**config.mk**
```make
export PLATFORM = sky130hd
export DESIGN_NAME = dvi_timing_gen_flat
export DESIGN_NICKNAME = d
export VERILOG_FILES = /design/src/rtl/dvi_pkg.sv /design/src/rtl/dvi_timing_gen_if.sv /design/src/rtl/dvi_axis_counter.sv /design/src/rtl/dvi_timing_gen.sv /design/src/flat_wrapper.sv
export SDC_FILE = /design/constraint.sdc
export NUM_CORES = 1
export LEC_CHECK = 0
export CORE_MARGIN = 2
export CORE_UTILIZATION = 45
export CTS_BUF_LIST = sky130_fd_sc_hd__clkbuf_2
export DETAILED_ROUTE_END_ITERATION = 16
export PLACE_DENSITY = 0.73
export SLEW_MARGIN = 20
export SYNTH_ARGS = -nofsm -noshare
export SYNTH_HDL_FRONTEND = slang
export SYNTH_SLANG_ARGS = --single-unit
export TNS_END_PERCENT = 5
```
**constraint.sdc**
```tcl
create_clock -name clk -period 3.21 [get_ports clk]
set_clock_uncertainty 0.1 [all_clocks]
set_input_delay 0.321 -clock clk [delete_from_list [all_inputs] [get_ports clk]]
set_output_delay 0.321 -clock clk [all_outputs]
set_load 0.05 [all_outputs]
```
**src/rtl/dvi_pkg.sv**
```systemverilog
// ============================================================================
// dvi_pkg : default 640x480@60 timing, state encoding, counter width helper
// Revision 1.0
// ============================================================================
`default_nettype none

package dvi_pkg;

   localparam int unsigned DVI_H_ACTIVE = 640;
   localparam int unsigned DVI_H_FP     = 16;
   localparam int unsigned DVI_H_SYNC   = 96;
   localparam int unsigned DVI_H_BP     = 48;
   localparam int unsigned DVI_H_TOTAL  = DVI_H_ACTIVE + DVI_H_FP + DVI_H_SYNC + DVI_H_BP;

   localparam int unsigned DVI_V_ACTIVE = 480;
   localparam int unsigned DVI_V_FP     = 10;
   localparam int unsigned DVI_V_SYNC   = 2;
   localparam int unsigned DVI_V_BP     = 33;
   localparam int unsigned DVI_V_TOTAL  = DVI_V_ACTIVE + DVI_V_FP + DVI_V_SYNC + DVI_V_BP;

   localparam int unsigned DVI_COORD_W  = 10;

   typedef enum logic [1:0] {
      IDLE  = 2'd0,
      RUN   = 2'd1,
      DRAIN = 2'd2
   } dvi_state_t;

   function automatic int unsigned axis_width(input int unsigned active, input int unsigned fp,
                                              input int unsigned sync, input int unsigned bp);
      int unsigned total;
      total = active + fp + sync + bp;
      return (total > 1) ? $clog2(total) : 1;
   endfunction

endpackage

`default_nettype wire

```
**src/rtl/dvi_timing_gen_if.sv**
```systemverilog
// ============================================================================
// dvi_timing_gen_if : run control, pixel request and encoder-side video timing
// Revision 1.0
// ============================================================================
`default_nettype none

interface dvi_timing_gen_if;
   import dvi_pkg::*;

   logic                   en;
   logic                   running;
   logic                   px_valid;
   logic [DVI_COORD_W-1:0] px_x;
   logic [DVI_COORD_W-1:0] px_y;
   logic                   disp_en;
   logic                   hsync;
   logic                   vsync;
   logic [1:0]             ctrl_blue;
   logic                   frame_start;
   logic                   line_start;

   modport master (
      input  en,
      output running, px_valid, px_x, px_y, disp_en, hsync, vsync,
             ctrl_blue, frame_start, line_start
   );

   modport slave (
      output en,
      input  running, px_valid, px_x, px_y, disp_en, hsync, vsync,
             ctrl_blue, frame_start, line_start
   );

endinterface

`default_nettype wire

```
**src/rtl/dvi_axis_counter.sv**
```systemverilog
// ============================================================================
// dvi_axis_counter : one timing axis counter with active/sync window decode
// Revision 1.0
// ============================================================================
`default_nettype none

module dvi_axis_counter
   import dvi_pkg::*;
#(
   parameter  int unsigned ACTIVE = DVI_H_ACTIVE,
   parameter  int unsigned FP     = DVI_H_FP,
   parameter  int unsigned SYNC   = DVI_H_SYNC,
   parameter  int unsigned BP     = DVI_H_BP,
   localparam int unsigned W      = axis_width(ACTIVE, FP, SYNC, BP)
) (
   input  logic         clk,
   input  logic         rst,
   input  logic         clr,
   input  logic         inc,
   output logic [W-1:0] count,
   output logic         wrap,
   output logic         active,
   output logic         sync_active
);

   localparam int unsigned TOTAL    = ACTIVE + FP + SYNC + BP;
   localparam int unsigned SYNC_BEG = ACTIVE + FP;
   localparam int unsigned SYNC_END = ACTIVE + FP + SYNC;

   logic [31:0] count_ext;

   // Decode in 32 bits so a sync window ending exactly at 2**W cannot alias.
   assign count_ext   = 32'(count);
   assign wrap        = (count_ext == TOTAL - 1);
   assign active      = (count_ext < ACTIVE);
   assign sync_active = (count_ext >= SYNC_BEG) && (count_ext < SYNC_END);

   always_ff @(posedge clk) begin
      if (rst || clr) begin
         count <= '0;
      end else if (inc) begin
         count <= wrap ? '0 : count + W'(1);
      end
   end

endmodule

`default_nettype wire

```
**src/rtl/dvi_timing_gen.sv**
```systemverilog
// ============================================================================
// dvi_timing_gen : DVI raster timing with a 1-cycle pixel request lead
// Revision 1.0
// ============================================================================
`default_nettype none

module dvi_timing_gen
   import dvi_pkg::*;
#(
   parameter int unsigned H_ACTIVE = DVI_H_ACTIVE,
   parameter int unsigned H_FP     = DVI_H_FP,
   parameter int unsigned H_SYNC   = DVI_H_SYNC,
   parameter int unsigned H_BP     = DVI_H_BP,
   parameter int unsigned V_ACTIVE = DVI_V_ACTIVE,
   parameter int unsigned V_FP     = DVI_V_FP,
   parameter int unsigned V_SYNC   = DVI_V_SYNC,
   parameter int unsigned V_BP     = DVI_V_BP,
   parameter bit          HS_POL   = 1'b0,
   parameter bit          VS_POL   = 1'b0
) (
   input  logic             clk,
   input  logic             rst,
   dvi_timing_gen_if.master vid
);

   localparam int unsigned HW = axis_width(H_ACTIVE, H_FP, H_SYNC, H_BP);
   localparam int unsigned VW = axis_width(V_ACTIVE, V_FP, V_SYNC, V_BP);

   dvi_state_t state;
   dvi_state_t state_nxt;

   logic [HW-1:0] h_cnt;
   logic [VW-1:0] v_cnt;
   logic          h_wrap, h_act, h_sync;
   logic          v_wrap, v_act, v_sync;
   logic          cnt_run;
   logic          cnt_clr;

   logic                   s1_valid;
   logic [DVI_COORD_W-1:0] s1_x;
   logic [DVI_COORD_W-1:0] s1_y;
   logic                   s1_hs, s1_vs, s1_fs, s1_ls;

   logic s2_de, s2_hsync, s2_vsync, s2_fs, s2_ls;

   assign cnt_run = (state != IDLE);
   assign cnt_clr = (state == IDLE);

   dvi_axis_counter #(
      .ACTIVE (H_ACTIVE),
      .FP     (H_FP),
      .SYNC   (H_SYNC),
      .BP     (H_BP)
   ) u_h_cnt (
      .clk         (clk),
      .rst         (rst),
      .clr         (cnt_clr),
      .inc         (cnt_run),
      .count       (h_cnt),
      .wrap        (h_wrap),
      .active      (h_act),
      .sync_active (h_sync)
   );

   dvi_axis_counter #(
      .ACTIVE (V_ACTIVE),
      .FP     (V_FP),
      .SYNC   (V_SYNC),
      .BP     (V_BP)
   ) u_v_cnt (
      .clk         (clk),
      .rst         (rst),
      .clr         (cnt_clr),
      .inc         (cnt_run && h_wrap),
      .count       (v_cnt),
      .wrap        (v_wrap),
      .active      (v_act),
      .sync_active (v_sync)
   );

   always_ff @(posedge clk) begin
      if (rst) begin
         state <= IDLE;
      end else begin
         state <= state_nxt;
      end
   end

   // A re-request during DRAIN resumes RUN without touching the counters.
   always_comb begin
      state_nxt = state;
      case (state)
         IDLE: begin
            if (vid.en) state_nxt = RUN;
         end
         RUN: begin
            if (!vid.en) state_nxt = DRAIN;
         end
         DRAIN: begin
            if (vid.en)                 state_nxt = RUN;
            else if (h_wrap && v_wrap)  state_nxt = IDLE;
         end
         default: state_nxt = IDLE;
      endcase
   end

   always_ff @(posedge clk) begin
      if (rst) begin
         s1_valid <= 1'b0;
         s1_x     <= '0;
         s1_y     <= '0;
         s1_hs    <= 1'b0;
         s1_vs    <= 1'b0;
         s1_fs    <= 1'b0;
         s1_ls    <= 1'b0;
         s2_de    <= 1'b0;
         s2_hsync <= ~HS_POL;
         s2_vsync <= ~VS_POL;
         s2_fs    <= 1'b0;
         s2_ls    <= 1'b0;
      end else begin
         s1_valid <= cnt_run && h_act && v_act;
         s1_x     <= DVI_COORD_W'(h_cnt);
         s1_y     <= DVI_COORD_W'(v_cnt);
         s1_hs    <= cnt_run && h_sync;
         s1_vs    <= cnt_run && v_sync;
         s1_fs    <= cnt_run && (h_cnt == '0) && (v_cnt == '0);
         s1_ls    <= cnt_run && (h_cnt == '0);
         s2_de    <= s1_valid;
         s2_hsync <= s1_hs ? HS_POL : ~HS_POL;
         s2_vsync <= s1_vs ? VS_POL : ~VS_POL;
         s2_fs    <= s1_fs;
         s2_ls    <= s1_ls;
      end
   end

   assign vid.running     = cnt_run;
   assign vid.px_valid    = s1_valid;
   assign vid.px_x        = s1_x;
   assign vid.px_y        = s1_y;
   assign vid.disp_en     = s2_de;
   assign vid.hsync       = s2_hsync;
   assign vid.vsync       = s2_vsync;
   assign vid.ctrl_blue   = {s2_vsync, s2_hsync};
   assign vid.frame_start = s2_fs;
   assign vid.line_start  = s2_ls;

endmodule

`default_nettype wire

```
**src/flat_wrapper.sv**
```systemverilog
// flat-port wrapper written by rule: the top's interface ports become plain ports
module dvi_timing_gen_flat import dvi_pkg::*;
#(
   parameter int unsigned H_ACTIVE = DVI_H_ACTIVE,
   parameter int unsigned H_FP     = DVI_H_FP,
   parameter int unsigned H_SYNC   = DVI_H_SYNC,
   parameter int unsigned H_BP     = DVI_H_BP,
   parameter int unsigned V_ACTIVE = DVI_V_ACTIVE,
   parameter int unsigned V_FP     = DVI_V_FP,
   parameter int unsigned V_SYNC   = DVI_V_SYNC,
   parameter int unsigned V_BP     = DVI_V_BP,
   parameter bit          HS_POL   = 1'b0,
   parameter bit          VS_POL   = 1'b0
)
  (clk, rst, vid_en, vid_running, vid_px_valid, vid_px_x, vid_px_y, vid_disp_en, vid_hsync, vid_vsync, vid_ctrl_blue, vid_frame_start, vid_line_start);
  dvi_timing_gen_if vid_i ();
  input  logic clk;
  input  logic rst;
  input wire logic [$bits(vid_i.en)-1:0] vid_en;
  output wire logic [$bits(vid_i.running)-1:0] vid_running;
  output wire logic [$bits(vid_i.px_valid)-1:0] vid_px_valid;
  output wire logic [$bits(vid_i.px_x)-1:0] vid_px_x;
  output wire logic [$bits(vid_i.px_y)-1:0] vid_px_y;
  output wire logic [$bits(vid_i.disp_en)-1:0] vid_disp_en;
  output wire logic [$bits(vid_i.hsync)-1:0] vid_hsync;
  output wire logic [$bits(vid_i.vsync)-1:0] vid_vsync;
  output wire logic [$bits(vid_i.ctrl_blue)-1:0] vid_ctrl_blue;
  output wire logic [$bits(vid_i.frame_start)-1:0] vid_frame_start;
  output wire logic [$bits(vid_i.line_start)-1:0] vid_line_start;
  assign vid_i.en = vid_en;
  assign vid_running = vid_i.running;
  assign vid_px_valid = vid_i.px_valid;
  assign vid_px_x = vid_i.px_x;
  assign vid_px_y = vid_i.px_y;
  assign vid_disp_en = vid_i.disp_en;
  assign vid_hsync = vid_i.hsync;
  assign vid_vsync = vid_i.vsync;
  assign vid_ctrl_blue = vid_i.ctrl_blue;
  assign vid_frame_start = vid_i.frame_start;
  assign vid_line_start = vid_i.line_start;
  dvi_timing_gen #(.H_ACTIVE(H_ACTIVE), .H_FP(H_FP), .H_SYNC(H_SYNC), .H_BP(H_BP), .V_ACTIVE(V_ACTIVE), .V_FP(V_FP), .V_SYNC(V_SYNC), .V_BP(V_BP), .HS_POL(HS_POL), .VS_POL(VS_POL)) u_core (.clk(clk), .rst(rst), .vid(vid_i));
endmodule
```
### Yosys cells after proc, flatten, opt, wreduce, memory -nomap -nowiden

Index checks and enable logic that the tools add are counted.

* flip-flop bits (word level): 52
* input port bits: 3
* output and inout port bits: 29
* logic and storage cells: 55

* $add $sub $neg: 2
* order comparisons: 6
* eq/ne operators: 7
* multiplexer cells: 9
* reduce and logical (&&, ||, !) cells: 16

Operators with widths (count)
* $add 10x1->10 const B: 2
* $eq 10x10->1 const B: 2
* $logic_not 10->1: 2
* $lt 10x10->1 const B: 2
* $lt 10x9->1 const B: 2
* $mux 10: 2
* $ge 10x10->1 const B: 1
* $ge 10x9->1 const B: 1
* $logic_and 1x1->1: 10
* $mux 2: 4
* $pmux 2 s3: 1
* $ne 2x2->1 const B: 2
* $ne 3x2->1 const B: 1
* $reduce_and 3->1: 1
* $eq 2x1->1 const B: 1
* $eq 2x2->1 const B: 1
* $logic_not 2->1: 1
* $mux 1: 2
* $reduce_bool 2->1: 1
* $logic_or 1x1->1: 1

### Depth between registers and ports, before layout

Gate-level depths: netlist (run 1).

* depth after elaboration: 5
* mapped depth: 6
* mapped depth without buffers: 6

### Modules after synthesis

A second synthesis (run 1) with hierarchy kept.

* cell total of the unflattened synthesis: 202
* area total of the unflattened synthesis: 1996.9 um^2

By module, submodules not included
* dvi_timing_gen: times used 1, cells each 82, area each 962.2 um^2, seq. area each 640.6 um^2
* dvi_axis_counter at u_core.u_h_cnt: times used 1, cells each 63, area each 530.5 um^2, seq. area each 200.2 um^2
* dvi_axis_counter at u_core.u_v_cnt: times used 1, cells each 57, area each 504.2 um^2, seq. area each 200.2 um^2

### Least setup slack after synthesis (run 1)

Ideal clock, no wire load.

* path type: reg2reg
* from: register u_core.u_h_cnt.count[0]
* to: register u_core.u_v_cnt.count[0]
* setup time: 0.070 ns
* arrival time: 1.434 ns
* data required time: 3.040 ns
* path slack: 1.606 ns
* cell stages (with the launch flop): 7
* buffers on the path: 1
* clock period less this slack: 1.604 ns
* cells stage by stage: dfxtp_1 ha_1 and3_1 buf_2 nand3_2 or3_1 a21oi_1

* longest elaborated chain between the ends: 2

Ends and longest elaborated chain
* start: declaration: line dvi_axis_counter.sv:20 `output logic [W-1:0] count,`
* start signal: assignment: line dvi_axis_counter.sv:42 `count <= wrap ? '0 : count + W'(1);`
* $eq 10x10->1: line dvi_axis_counter.sv:34 `assign wrap = (count_ext == TOTAL - 1);`
* $logic_and 1x1->1: line dvi_timing_gen.sv:74 `.inc (cnt_run && h_wrap),`
* end signal: assignment: line dvi_axis_counter.sv:42
* end: declaration: line dvi_axis_counter.sv:20

No other way between the ends.
A chain may end at the register's enable or synchronous reset.

### Worst setup path after layout (run 1)

* from: register u_core.state[0]
* to: output port vid_running

* longest elaborated chain between the ends: 1

Ends and longest elaborated chain
* start: declaration: line dvi_timing_gen.sv:29 `dvi_state_t state;`
* start signal: assignment: line dvi_timing_gen.sv:85 `state <= state_nxt;`
* $reduce_bool 2->1: line dvi_timing_gen.sv:46 `assign cnt_run = (state != IDLE);`
* end: declaration: line flat_wrapper.sv:20 `output wire logic [$bits(vid_i.running)-1:0] vid_running;`

No other way between the ends.

==> key figures, run 1 <==
Pwr
  • Pleak: 0.0008631 uW
  • Sequential fraction of design power: 0.690
  • Int Power: 722.9 uW
  • Sw Share: 0.2413
  • Worst VDD drop: between 150 and 200 uV
  • Clock power share: 0.260
  • Gate power share: 0.049
  • Cell Pwr Density: just under 400 nW/um^2
  • Switching power: 229.9 uW

CTS
  • Hold_buf cts: 0
  • Post-CTS setup buffer count: 0
  • Clk buf depth: 2
  • TritonCTS clock tree: yes
  • Root Driver: clkbuf_2
  • Clock tree sinks: 52
  • Clk pin slew, worst setup/hold paths: between 0.2 and 0.25 ns
  • H-tree lvl count: 2
  • Post-cts sizing count: 0
  • Clk Latency, worst-skew pair: 0.44 ns
  • Total CTS buffers: 5

Logic synthesis
  • Synth Area in Adders: 0.02387
  • YS warnings: 0
  • Share of the synthesized area in the top cell type: 0.4964
  • Syn Area/Cell: 9.845 um^2
  • Simple-Gate Fraction of Synth Area: 0.3204
  • Post-synth EDFFs: 0
  • Largest family of logic cells by synthesized area: simple AND/OR/NAND/NOR gates
  • Cell taking the most area after synthesis: dfxtp_1
  • Post-synthesis xor/xnor area fraction: 0.03759
  • Post-synthesis mux area share: 0.01432
  • Syn Inst Count: between 200 and 250
  • Ys flop type: dfxtp_1
  • Unique masters post-synth: 43
  • Register area share after synthesis: 0.4964
  • FFs w/ async S/R, synth: 0
  • FF+latch count, synth: 52
  • Synth Area in Compound Gates: 0.05907
  • Area contributors post-synth: dfxtp_1, nor2b_1, nor2_1
  • Mapped Nets: 220
  • Mapped Area: 2097 um^2

Timing
  • RSZ-0062 raised after global routing: no
  • Final setup viols: 0
  • Worst rel slew slack: 0.6612
  • Highest Clock Rate: about 0.40 GHz
  • Worst hold margin: 0.3161 ns
  • Slew Limit Fails: 0
  • Total Neg Setup Slack: 0 ns
  • Slew @ Worst Pin: approximately 0.51 ns
  • Final period utilization: 0.7695
  • Hold Vio Cnt, Final: 0
  • Tmin final: 2.470 ns

Floorplan
  • Die Width: just over 70 um
  • Initial core utilization: 0.4751
  • Num ports: 32
  • Die Y: 72.27 um
  • Standard-cell rows: 24
  • Die ar.: about 5200 um^2
  • Core Area: around 4400 um^2

Routing
  • DR WL/cell: 13.05 um
  • # DRC: 0
  • Routed via count: between 1500 and 2000
  • Vias per cell: approximately 5.2
  • Post-route ant nets: 0
  • 1st-iter DRT viols: 95
  • Final WL: 3.810 mm
  • DRT Pass-1 Iters: 4

Cells and area
  • Share of cells above drive strength 1: 0.08750
  • Util after Layout: 0.5550
  • Layout Nets: approximately 250
  • Register area: 1041 um^2
  • Layout Cells excl Fill: between 200 and 300
  • Filler cell count: a little under 400
  • Design area: about 2400 um^2
  • Multi-input combinational cell area: 954.7 um^2
  • Area Overhead vs Synth: 16.83%
  • N_diodes: 0

Outcome
  • Outcome: complete, no violations

Placed design
  • Dpl hpwl: ~2.7 mm
  • RePlAce Congestion: 0.8520
  • I/O Buffers: 31
  • Area after DPL: 2409 um^2
  • Placed Instances: 284

Setup path
  • Worst EP arrival: 2.05 ns
  • CP Capture Type: primary output
  • Reg2reg setup slack: about 1.3 ns
  • FF-to-FF path depth: 5
  • RR Endpoint: u_core.u_v_cnt.count[8]$_SDFFE_PP0P_
  • Setup Crit Path Kind: reg2out
  • Setup crit end: vid_running
  • Worst path required time: roughly 2.8 ns
  • Reg-to-Reg Start: u_core.u_h_cnt.count[0]$_SDFFE_PP0N_
  • Startpoint types: flop
  • Worst setup startpoint: u_core.state[0]$_SDFFE_PP0P_
  • Critical path fanouts, max: 8

Global routing
  • Layer with the highest usage: met2
  • Global-route wire length before repair: ~6.6 mm
  • Largest net degree at the start of global routing: 30
  • Initial antenna violation count: 0
  • Total grt overflow: 0
  • Vias in the first global route: 1345
  • GRT Resource Usage Total: 0.1638
  • Met3 Usage GRT: 0.03889
  • Met2 GRT Util: 0.2365
  • Met1 usage in global routing: 0.2312

Worst hold path
  • HP Class: reg2reg

Job
  • # Max-Cap Violations: 0
-- synthesized netlist by cell type (2+ instances only) --
cell type and instances:
dfxtp_1 52, nor2_1 27, nor2b_1 19, nand4_1 10, a21oi_1 7, inv_1 7, nand2_1 7, xnor2_1 6
buf_4 5, clkbuf_1 5, nand2b_1 5, nand3_1 5, ha_1 4, buf_2 3, mux2i_1 3, nor3_1 3
nor4_2 3, o21ai_0 3, o21ai_1 3, xor2_1 3, a211oi_1 2, a31oi_1 2, and3_1 2, nand3_2 2
nand3b_1 2, nor4_1 2, nor4_4 2, nor4b_1 2, o211ai_1 2, or3_1 2
-- worst min path at each step --
| stage | slack [ns] | depth (start not counted) | startpoint | end |
|---|---|---|---|---|
| after floorplan | 0.26 | 1 | u_core.s1_hs$_SDFF_PP0_ | u_core.vid.hsync$_SDFF_PP1_ |
| after global placement | 0.26 | 1 | u_core.s1_vs$_SDFF_PP0_ | u_core.vid.vsync$_SDFF_PP1_ |
| after detailed placement | 0.27 | 1 | u_core.s1_vs$_SDFF_PP0_ | u_core.vid.vsync$_SDFF_PP1_ |
| after CTS | 0.30 | 3 | vid_en | u_core.state[0]$_SDFFE_PP0P_ |
| after global routing | 0.30 | 3 | vid_en | u_core.state[0]$_SDFFE_PP0P_ |
| final | 0.32 | 1 | u_core.s1_vs$_SDFF_PP0_ | u_core.vid.vsync$_SDFF_PP1_ |
-- cell usage in the layout, fill, tap and decap left out, types with 6 or more instances in the layout --
cell type | synthesis | final
xnor2_1 | 6 | 6
inv_1 | 7 | 7
dfxtp_1 | 52 | 52
nand2_1 | 7 | 7
nor2b_1 | 19 | 19
a21oi_1 | 7 | 7
nor2_1 | 27 | 27
nand4_1 | 10 | 10
clkbuf_2 | 0 | 6
clkdlybuf4s50_1 | 0 | 31
-- flip-flops by register name, indices dropped and copies added (netlist names) --
signal,flops
u_core.vid.px_valid,1
u_core.u_h_cnt.count,10
u_core.s1_fs,1
u_core.vid.px_y,10
u_core.u_v_cnt.count,10
u_core.vid.hsync,1
u_core.vid.frame_start,1
u_core.vid.vsync,1
u_core.state,2
u_core.s1_hs,1
u_core.vid.px_x,10
u_core.s1_vs,1
u_core.s1_ls,1
u_core.vid.disp_en,1
u_core.vid.line_start,1
-- critical path: stages (launching register included) --
cell and delay [ns]:
dfxtp_1 0.54, nor2_1 0.15, inv_2 0.11, clkdlybuf4s50_1 0.81
-- routing by layer --
metal	wire (um)	vias to the layer above
met5	0	-
met3	215	7
li1	-	777
met4	78	0
met2	1647	43
met1	1867	698
-- cells by family after synthesis --
group | after synthesis
mux | 3
flops | 52
simple gates | 103
fa+ha+maj | 4
xor+xnor | 9
compound gates | 21
buf+inv | 21
-- through the flow --
stage	setup WS, ns	total power, uW
detailed placement	1.150	717.3
CTS	0.7256	965.7
global placement	1.194	716.9
global route	0.6219	999.2
finish	0.7397	952.8
floorplan	1.606	702.0
-- power groups by stage --
stage / Sequential, uW / Combinational, uW / Clock, uW
floorplan: 678 / 23.6 / 0
global placement: 670 / 46.8 / 0
detailed placement: 670 / 47.3 / 0
CTS: 658 / 47.3 / 260
global route: 660 / 50.9 / 288
finish: 658 / 46.9 / 248
-- cell type report --
| cell class | instances | share of cell area |
|---|---|---|
| Multi-Input combinational cell | 140 | 0.3897 |
| Tap cell | 52 | 0.02656 |
| Clock inverter | 2 | 0.004597 |
| Sequential cell | 52 | 0.4249 |
| Timing Repair Buffer | 32 | 0.1297 |
| Inverter | 8 | 0.01226 |
| Clock buffer | 6 | 0.01226 |
Power figures use the tool's default switching activity.
==> inputs of run 2 (changes only) <==
==> constraint.sdc (replaced) <==
create_clock -name clk -period 2.6 [get_ports clk]
set_clock_uncertainty 0.1 [all_clocks]
set_input_delay 0.26 -clock clk [delete_from_list [all_inputs] [get_ports clk]]
set_output_delay 0.26 -clock clk [all_outputs]
set_load 0.05 [all_outputs]
==> run 2 against run 1 <==
- worst setup slack got worse by 0.49 ns
- utilization shrank 0.14 points
- sequential share of layout area rose by 0.11 points
- non-clock buffer count did not move
- combinational power increased by 25%
- largest cell class unchanged
- flip-flop and latch count unchanged
- global-route usage is 0.46 points higher
==> key figures, run 2 (same netlist as run 1, synthesis figures left out) <==
Timing
  • Slew Limit Fails: 0 (unchanged)
  • Worst rel slew slack: 0.6334 (-0.02775)
  • Hold Vio Cnt, Final: 0 (unchanged)
  • Highest Clock Rate: 0.4256 GHz
  • Final setup viols: 0 (unchanged)
  • Tmin final: ~2.3 ns
  • Worst hold margin: 0.3045 ns (-0.01165 ns)
  • Final period utilization: 0.9036
  • RSZ-0062 raised after global routing: no
  • Slew @ Worst Pin: 0.5499 ns (+0.04162 ns)
  • Final setup margin: 0.2506 ns (-0.4891 ns)
  • Total Neg Setup Slack: 0 ns (unchanged)

Pwr
  • Clock power share: 0.251 (-0.009)
  • Sw Share: 0.2348 (-0.006490)
  • Int Power: 889.7 uW (+23%)
  • Gate power share: 0.050 (about the same)
  • Worst VDD drop: 215.2 uV (+42%)
  • Pleak: 0.0008653 uW (+0.25%)
  • Sequential fraction of design power: 0.698 (+0.008)
  • Switching power: 273.0 uW (+19%)
  • Cell Pwr Density: 475.8 nW/um^2 (+22%)

Setup path
  • Worst EP arrival: 1.99 ns (-0.06 ns)
  • WP buf/inv: 2 (unchanged)
  • Sequence of cells on the critical path: nor2_1 -> inv_2 -> clkdlybuf4s50_1
  • CP Capture Type: primary output
  • Setup Crit Path Kind: reg2out
  • Max stage delay cell, worst path: clkdlybuf4s50_1
  • Crit-path max cell delay: 0.81 ns (about the same)
  • CP delay by family, top: buffers and inverters
  • Critical path fanouts, max: 8 (unchanged)
  • Worst path required time: 2.24 ns (-0.55 ns)
  • Startpoint types: flop

Routing
  • # DRC: 0 (unchanged)
  • Final WL: 3.951 mm (+3.7%)
  • DR WL/cell: 13.58 um (+4.1%)
  • 1st-iter DRT viols: 103 (+8.4%)
  • Post-route ant nets: 0 (unchanged)
  • Vias per cell: 5.340 (+2.3%)
  • DRT Pass-1 Iters: 4 (unchanged)
  • Routed via count: 1554 (+1.9%)

Floorplan
  • Core Area: 4414 um^2 (unchanged)
  • Standard-cell rows: 24 (unchanged)
  • Die ar.: 5222 um^2 (unchanged)
  • Die Y: 72.27 um (unchanged)
  • Initial core utilization: 0.4751 (unchanged)
  • Die Width: 72.27 um (unchanged)
  • Num ports: 32 (unchanged)

CTS
  • Clk buf depth: 2 (unchanged)
  • Clk Latency, worst-skew pair: 0.41 ns (-0.03 ns)
  • Post-cts sizing count: 0 (unchanged)
  • Clock tree sinks: 52 (unchanged)
  • Total CTS buffers: 5 (unchanged)
  • H-tree lvl count: 2 (unchanged)
  • Root Driver: clkbuf_2
  • Post-CTS setup buffer count: 0 (unchanged)
  • Hold_buf cts: 0 (unchanged)
  • TritonCTS clock tree: yes
  • Clk pin slew, worst setup/hold paths: 0.22 ns (about the same)

Outcome
  • Outcome: complete, no violations

Cells and area
  • Share of cells above drive strength 1: 0.08787 (+0.0003661)
  • Area Overhead vs Synth: 16.53%
  • Most frequent cells in the layout: dfxtp_1, clkdlybuf4s50_1, nor2_1
  • Layout Cells excl Fill: 291 (-0.34%)
  • N_diodes: 0 (unchanged)
  • Layout Nets: 246 (unchanged)
  • Commonest non-fill, non-tap cell in the layout: dfxtp_1

Worst hold path
  • HP Class: reg2reg

Global routing
  • Vias in the first global route: 1428 (+6.2%)
  • GRT Resource Usage Total: 0.1684 (+0.004581)
  • Total grt overflow: 0 (unchanged)
  • Largest net degree at the start of global routing: 25 (-17%)
  • Global-route wire length before repair: 6.789 mm (+3.5%)
  • Initial antenna violation count: 0 (unchanged)

Placed design
  • Placed Instances: 284 (unchanged)
  • RePlAce Congestion: 0.8855 (+3.9%)
  • Dpl hpwl: 2.876 mm (+4.8%)
  • I/O Buffers: 31 (unchanged)
  • Dpl ws: 0.7241 ns (-0.4256 ns)

Job
  • # Max-Cap Violations: 0 (unchanged)
[run 2: cell types whose count changed in the layout (fill, tap and decap cells not counted), sizes merged]
cell and change:
clkinvlp -1
[run 2: area by class of cell]
cell class	instances	area, um^2
sequential	52	1041
multi-input combinational	140	954.7
inverter	8	30.03
fill	421	1971
clock buffer	6	30.03
clock inverter	1	5.005
timing repair buffer	32	317.8
tap	52	65.06
[run 2: worst paths after layout]
| path | startpoint | to | slack (ns) | cells past startpoint |
|---|---|---|---|---|
| setup reg to reg | u_core.u_h_cnt.count[0]$_SDFFE_PP0N_ | u_core.u_v_cnt.count[0]$_SDFFE_PP0P_ | 0.69 | 5 |
| hold reg to reg | u_core.s1_vs$_SDFF_PP0_ | u_core.vid.vsync$_SDFF_PP1_ | 0.30 | 1 |
| hold / removal | u_core.s1_vs$_SDFF_PP0_ | u_core.vid.vsync$_SDFF_PP1_ | 0.30 | 1 |
| setup / recovery | u_core.state[0]$_SDFFE_PP0P_ | vid_running | 0.25 | 3 |
[run 2: through the flow]
step                cell area, um^2  power, uW    util
finish                         2444       1163  0.5536
global route                   2444       1221  0.5536
CTS                            2444       1177  0.5536
detailed placement             2409      886.4  0.5456
global placement               2409      886.4  0.5456
floorplan                      2097      866.8       -
[run 2: metal layers]
metal  share of wire  vias up  global-route usage  wire [um]
met2            0.44       55              0.2406       1733
met4           0.018        0             0.08176         71
met1            0.48      711              0.2334       1903
met3           0.061        8             0.04722        242
met5               0        -                   0          0
li1                -      780                   -          -
[run 2: power groups by stage]
stage / clock (uW) / combinational [uW] / sequential, uW
detailed placement: 0 / 59.1 / 827
global placement: 0 / 59.4 / 827
global route: 343 / 63.3 / 815
floorplan: 0 / 29.1 / 838
finish: 292 / 58.7 / 812
CTS: 306 / 59.2 / 812
